## config.mk

```make
export PLATFORM = sky130hd
export DESIGN_NAME = piso_tx_sched
export DESIGN_NICKNAME = d
export VERILOG_FILES = /design/src/rtl/piso_tx_sched.sv
export SDC_FILE = /design/constraint.sdc
export NUM_CORES = 1
export LEC_CHECK = 0
export CORE_ASPECT_RATIO = 1.2
export CORE_MARGIN = 2
export CORE_UTILIZATION = 45
export CTS_BUF_LIST = sky130_fd_sc_hd__clkbuf_4 sky130_fd_sc_hd__clkbuf_8 sky130_fd_sc_hd__clkbuf_16
export DETAILED_ROUTE_END_ITERATION = 10
export PLACE_DENSITY = 0.75
export SKIP_CTS_REPAIR_TIMING = 1
export SLEW_MARGIN = 0
export SYNTH_ARGS = -nofsm -noshare
export SYNTH_HDL_FRONTEND = slang
export SYNTH_SLANG_ARGS = --single-unit
export TNS_END_PERCENT = 30
```

## constraint.sdc

```tcl
create_clock -name clk -period 1.9 [get_ports clk]
set_input_delay 0.38 -clock clk [delete_from_list [all_inputs] [get_ports clk]]
set_output_delay 0.38 -clock clk [all_outputs]
set_load 0.02 [all_outputs]
```

## src/rtl/piso_tx_sched.sv

```systemverilog
// Round-robin transmit scheduler for a shared WIDTH-bit PISO shifter.
// Grants one pending requester, loads the shifter, then times the frame and inter-frame gap.
module piso_tx_sched #(
  parameter int NREQ  = 4,
  parameter int WIDTH = 4,
  parameter int GAP   = 1
) (
  input  logic                      clk,
  input  logic                      rst,
  input  logic [NREQ-1:0]           req,
  input  logic [NREQ*WIDTH-1:0]     req_data,
  output logic [NREQ-1:0]           gnt,
  output logic                      piso_load,
  output logic [WIDTH-1:0]          piso_data,
  output logic                      frame_valid,
  output logic [$clog2(NREQ)-1:0]   active_id,
  output logic                      busy,
  output logic                      done,
  output logic [1:0]                state_dbg
);

  localparam int IDW  = $clog2(NREQ);
  localparam int CMAX = (WIDTH > GAP) ? WIDTH : GAP;
  localparam int CW   = $clog2(CMAX + 1);
  localparam logic [CW-1:0] SHIFT_INIT = CW'(WIDTH - 1);
  localparam logic [CW-1:0] GAP_INIT   = CW'((GAP > 0) ? GAP - 1 : 0);

  typedef enum logic [1:0] {
    S_IDLE  = 2'd0,
    S_LOAD  = 2'd1,
    S_SHIFT = 2'd2,
    S_GAP   = 2'd3
  } state_t;

  state_t            state_q, state_d;
  logic [CW-1:0]     cnt_q, cnt_d;
  logic [IDW-1:0]    ptr_q, ptr_d;
  logic [IDW-1:0]    win, idx;
  logic              found;
  logic              take;
  logic [NREQ-1:0]   gnt_d;
  logic              load_d, fv_d, done_d, busy_d;
  logic [WIDTH-1:0]  data_d;
  logic [IDW-1:0]    id_d;

  // Handshake: req is a level held until the requester sees its gnt pulse, and is
  // dropped on the following edge; a grant is a one-cycle pulse issued only from IDLE.
  always_comb begin
    win   = '0;
    idx   = '0;
    found = 1'b0;
    for (int k = 0; k < NREQ; k++) begin
      idx = IDW'((int'(ptr_q) + k) % NREQ);
      if (!found && req[idx]) begin
        win   = idx;
        found = 1'b1;
      end
    end
  end

  assign take      = (state_q == S_IDLE) && found;
  assign state_dbg = state_q;

  // Next-state and counter/pointer logic.
  always_comb begin
    state_d = state_q;
    cnt_d   = cnt_q;
    ptr_d   = ptr_q;
    case (state_q)
      S_IDLE: begin
        if (found) begin
          state_d = S_LOAD;
          ptr_d   = (win == IDW'(NREQ - 1)) ? '0 : win + 1'b1;
        end
      end
      S_LOAD: begin
        state_d = S_SHIFT;
        cnt_d   = SHIFT_INIT;
      end
      S_SHIFT: begin
        if (cnt_q == '0) begin
          if (GAP > 0) begin
            state_d = S_GAP;
            cnt_d   = GAP_INIT;
          end else begin
            state_d = S_IDLE;
          end
        end else begin
          cnt_d = cnt_q - 1'b1;
        end
      end
      S_GAP: begin
        if (cnt_q == '0) state_d = S_IDLE;
        else             cnt_d   = cnt_q - 1'b1;
      end
      default: state_d = S_IDLE;
    endcase
  end

  // Next values of the registered outputs; piso_data/active_id hold until the next grant.
  always_comb begin
    gnt_d  = take ? (NREQ'(1) << win) : '0;
    load_d = take;
    data_d = take ? req_data[int'(win)*WIDTH +: WIDTH] : piso_data;
    id_d   = take ? win : active_id;
    fv_d   = (state_d == S_SHIFT);
    done_d = (state_q == S_SHIFT) && (cnt_q == '0);
    busy_d = (state_d != S_IDLE);
  end

  always_ff @(posedge clk or posedge rst) begin
    if (rst) begin
      state_q     <= S_IDLE;
      cnt_q       <= '0;
      ptr_q       <= '0;
      gnt         <= '0;
      piso_load   <= 1'b0;
      piso_data   <= '0;
      frame_valid <= 1'b0;
      active_id   <= '0;
      busy        <= 1'b0;
      done        <= 1'b0;
    end else begin
      state_q     <= state_d;
      cnt_q       <= cnt_d;
      ptr_q       <= ptr_d;
      gnt         <= gnt_d;
      piso_load   <= load_d;
      piso_data   <= data_d;
      frame_valid <= fv_d;
      active_id   <= id_d;
      busy        <= busy_d;
      done        <= done_d;
    end
  end

endmodule

```

==> impl_metrics.tcl <==
set metrics [dict create \
    coreArea_mm2 0.00253 \
    p_leak_uw 0.000827 \
    grt_pass1_wl_mm 4.59 \
    insertion_delay_ns 0.31 \
    yosys_register_bits 21 \
    grt_antenna_before_repair 0 \
    path_cells "clkdlybuf4s50_1" \
    finalHoldViolCount 0 \
    yosys.area_share.simple 0.214 \
    synth_xor_area_frac 0 \
    critPathCaptureType "output pin" \
    gp_congestion 0.742 \
    synth-edff-count 0 \
    clkSinkCount 21 \
    async_flop_share 1.00 \
    worst_pin_slew_ns 0.404 \
    clockRootBuffer "clkbuf_4" \
    grt.met2_usage 0.391 \
    vias 1110 \
    grt_pass1_vias 1127 \
    wire_per_inst_um 13.1 \
    synth_nets 150 \
    top_usage_layer "met2" \
    viasPerCell 5.24 \
    syn_avg_cell_area_um2 9.97 \
    flow.area_growth_from_synthesis_pct 48.4 \
    startpoint_type "register" \
    numCtsBuffers 3 \
    drt-pass1-iter-count 4 \
    ant_nets 0 \
    synth_top_area_frac 0.439 \
    dp.final_hpwl_mm 2.22 \
    first_iter_violations 12 \
    drive_above_1_share 0.184 \
    die_area_mm2 0.00309 \
    relSlewSlack 0.730 \
    finalSetupTns_ns 0 \
    fin_crit_ns 1.76 \
    start_util 0.473 \
    wl_mm 2.78 \
    nFillCells 189 \
    antenna_cells 0 \
    cts_tree "yes" \
    ios 38 \
    grt_use_total 0.198 \
    setup_viol 0 \
    yosysMostFrequentCell "dfrtp_1" \
    cts_max_path_buffers 2 \
    synth_compound_area_frac 0.194 \
    post-route-period-util 0.927 \
    fmax_mhz 568 \
    cp_slowest_stage_delay_ns 0.63 \
    synth_top_flop_cell "dfrtp_1" \
    slowest_stage "clkdlybuf4s50_1" \
    multi_input_comb_area_um2 639 \
    rsz0062_at_grt "no" \
    synth_top_family_by_area "simple AND/OR/NAND/NOR gates" \
    crit_family "buffers and inverters" \
    synth_fa_ha_area_frac 0.0837 \
    clkTransAtPathRegs_ns 0.12 \
    p_per_area_mw_per_mm2 1510 \
    die_x_um 51.1 \
    cp_num_buf_inv 1 \
    path_max_fanout 5 \
    yosysTopAreaCell "dfrtp_1" \
    synth_common_cells "dfrtp_1 (21), nand2_1 (15), nor2_1 (13)" \
    status "completed" \
    fin_skew_ns 0.00287 \
    synth_area_leaders "dfrtp_1 (44%), ha_1 (8.4%), nand2_1 (4.7%)" \
    hold_class "in -> async" \
    h-tree-depth 1 \
    ys_types 34 \
    drc_errors 0 \
    use_met1 0.203 \
    hold_slack_ns 0.383 \
    grt_max_degree 22 \
    synth-seq-area-share 0.439 \
    grt-ovfl-total 0 \
    max-cap-violations 0 \
    slew_violations 0 \
    num_rows 20 \
    postSynthCellCount 120 \
    ir_drop_mv 1.05 \
    gr-usage-met3 0.0345 \
    netlist_area_mm2 0.00120 \
    portBuffers 37 \
    yosys-mux-area-fraction 0.0429 \
    final_nets 210 \
    critPathKind "reg -> out" \
    seq_area_um2 526 \
    required_ns 1.52 \
    die_h_um 60.5 \
    synth-warning-count 0 \
    worstPathArrival_ns 1.38 \
]
-- layout by cell type, fill, tap and decap left out, drive strengths merged --
cell type and count:
mux2i 4, a22oi 1, nand4 4, mux2 1
nor3 3, a221o 1, a211oi 1, o211ai 4
o32a 1, and2 2, or2 1, nand2b 4
clkbuf 3, inv 7, nor2 14, a21oi 3
clkinvlp 1, a211o 4, o21a 1, nor3b 2
a21o 2, clkdlybuf4s50 37, nand2 15, nand3 1
buf 19, ha 8, o21ai 4, nor2b 3
o22a 1, dfrtp 21, nor4 1, o31ai 5
-- per-stage QoR --
stage	std cells	setup slack, ns	utilization	cell area (um^2)	power [uW]
3_3_place_gp	208	-0.189	0.691	1750	2400
4_1_cts	212	0.117	0.702	1780	2700
5_1_grt	212	0.0209	0.702	1780	2900
6_report	212	0.139	0.702	1780	2670
3_5_place_dp	208	-0.207	0.691	1750	2470
2_1_floorplan	120	0.250	-	1200	1770
-- power breakdown --
part,internal [uW],total (uW),switching [uW]
Clock,80.3,225,145
Sequential,642,763,121
Combinational,826,1690,860
-- metal layers --
layer	vias up	share of wire
met3	4	0.045
met5	-	0
met4	0	0.0097
met1	533	0.39
li1	547	-
met2	26	0.55
-- registers in the layout (all words and copies together), names as in the netlist --
| register | count |
|---|---|
| piso_data | 4 |
| state_dbg | 2 |
| cnt_q | 3 |
| ptr_q | 2 |
| piso_load | 1 |
| active_id | 2 |
| frame_valid | 1 |
| done | 1 |
| gnt | 4 |
| busy | 1 |
-- cells by family (layout without fill, tap and decap cells) --
| family | count (synthesis) | after routing |
|---|---|---|
| multiplexers | 5 | 5 |
| AND/OR/NAND/NOR | 50 | 50 |
| buffers and inverters | 8 | 67 |
| flip-flops | 21 | 21 |
| adder cells (fa/ha/maj) | 8 | 8 |
| AO/OA/AOI/OAI | 28 | 28 |
-- layout make-up --
class / instances / share of cell area
Clock inverter: 1 / 0.00423
Timing Repair Buffer: 56 / 0.289
Clock buffer: 3 / 0.0127
Sequential cell: 21 / 0.296
Tap cell: 33 / 0.0233
Multi-Input combinational cell: 91 / 0.360
Inverter: 7 / 0.0148
-- path summary, 6_finish.rpt --
| path | from | endpoint | slack, ns | cells past startpoint |
|---|---|---|---|---|
| max | state_dbg[0] | state_dbg[0] | 0.14 | 1 |
| min | rst | active_id[1] | 0.38 | 3 |
| max reg2reg | cnt_q[0] | busy | 0.21 | 7 |
| min reg2reg | active_id[1] | active_id[1] | 0.49 | 2 |
| max in group asynchronous | rst | cnt_q[1] | 1.30 | 3 |
| min in group clk | active_id[1] | active_id[1] | 0.49 | 2 |
(Power assumes the default switching activity.)
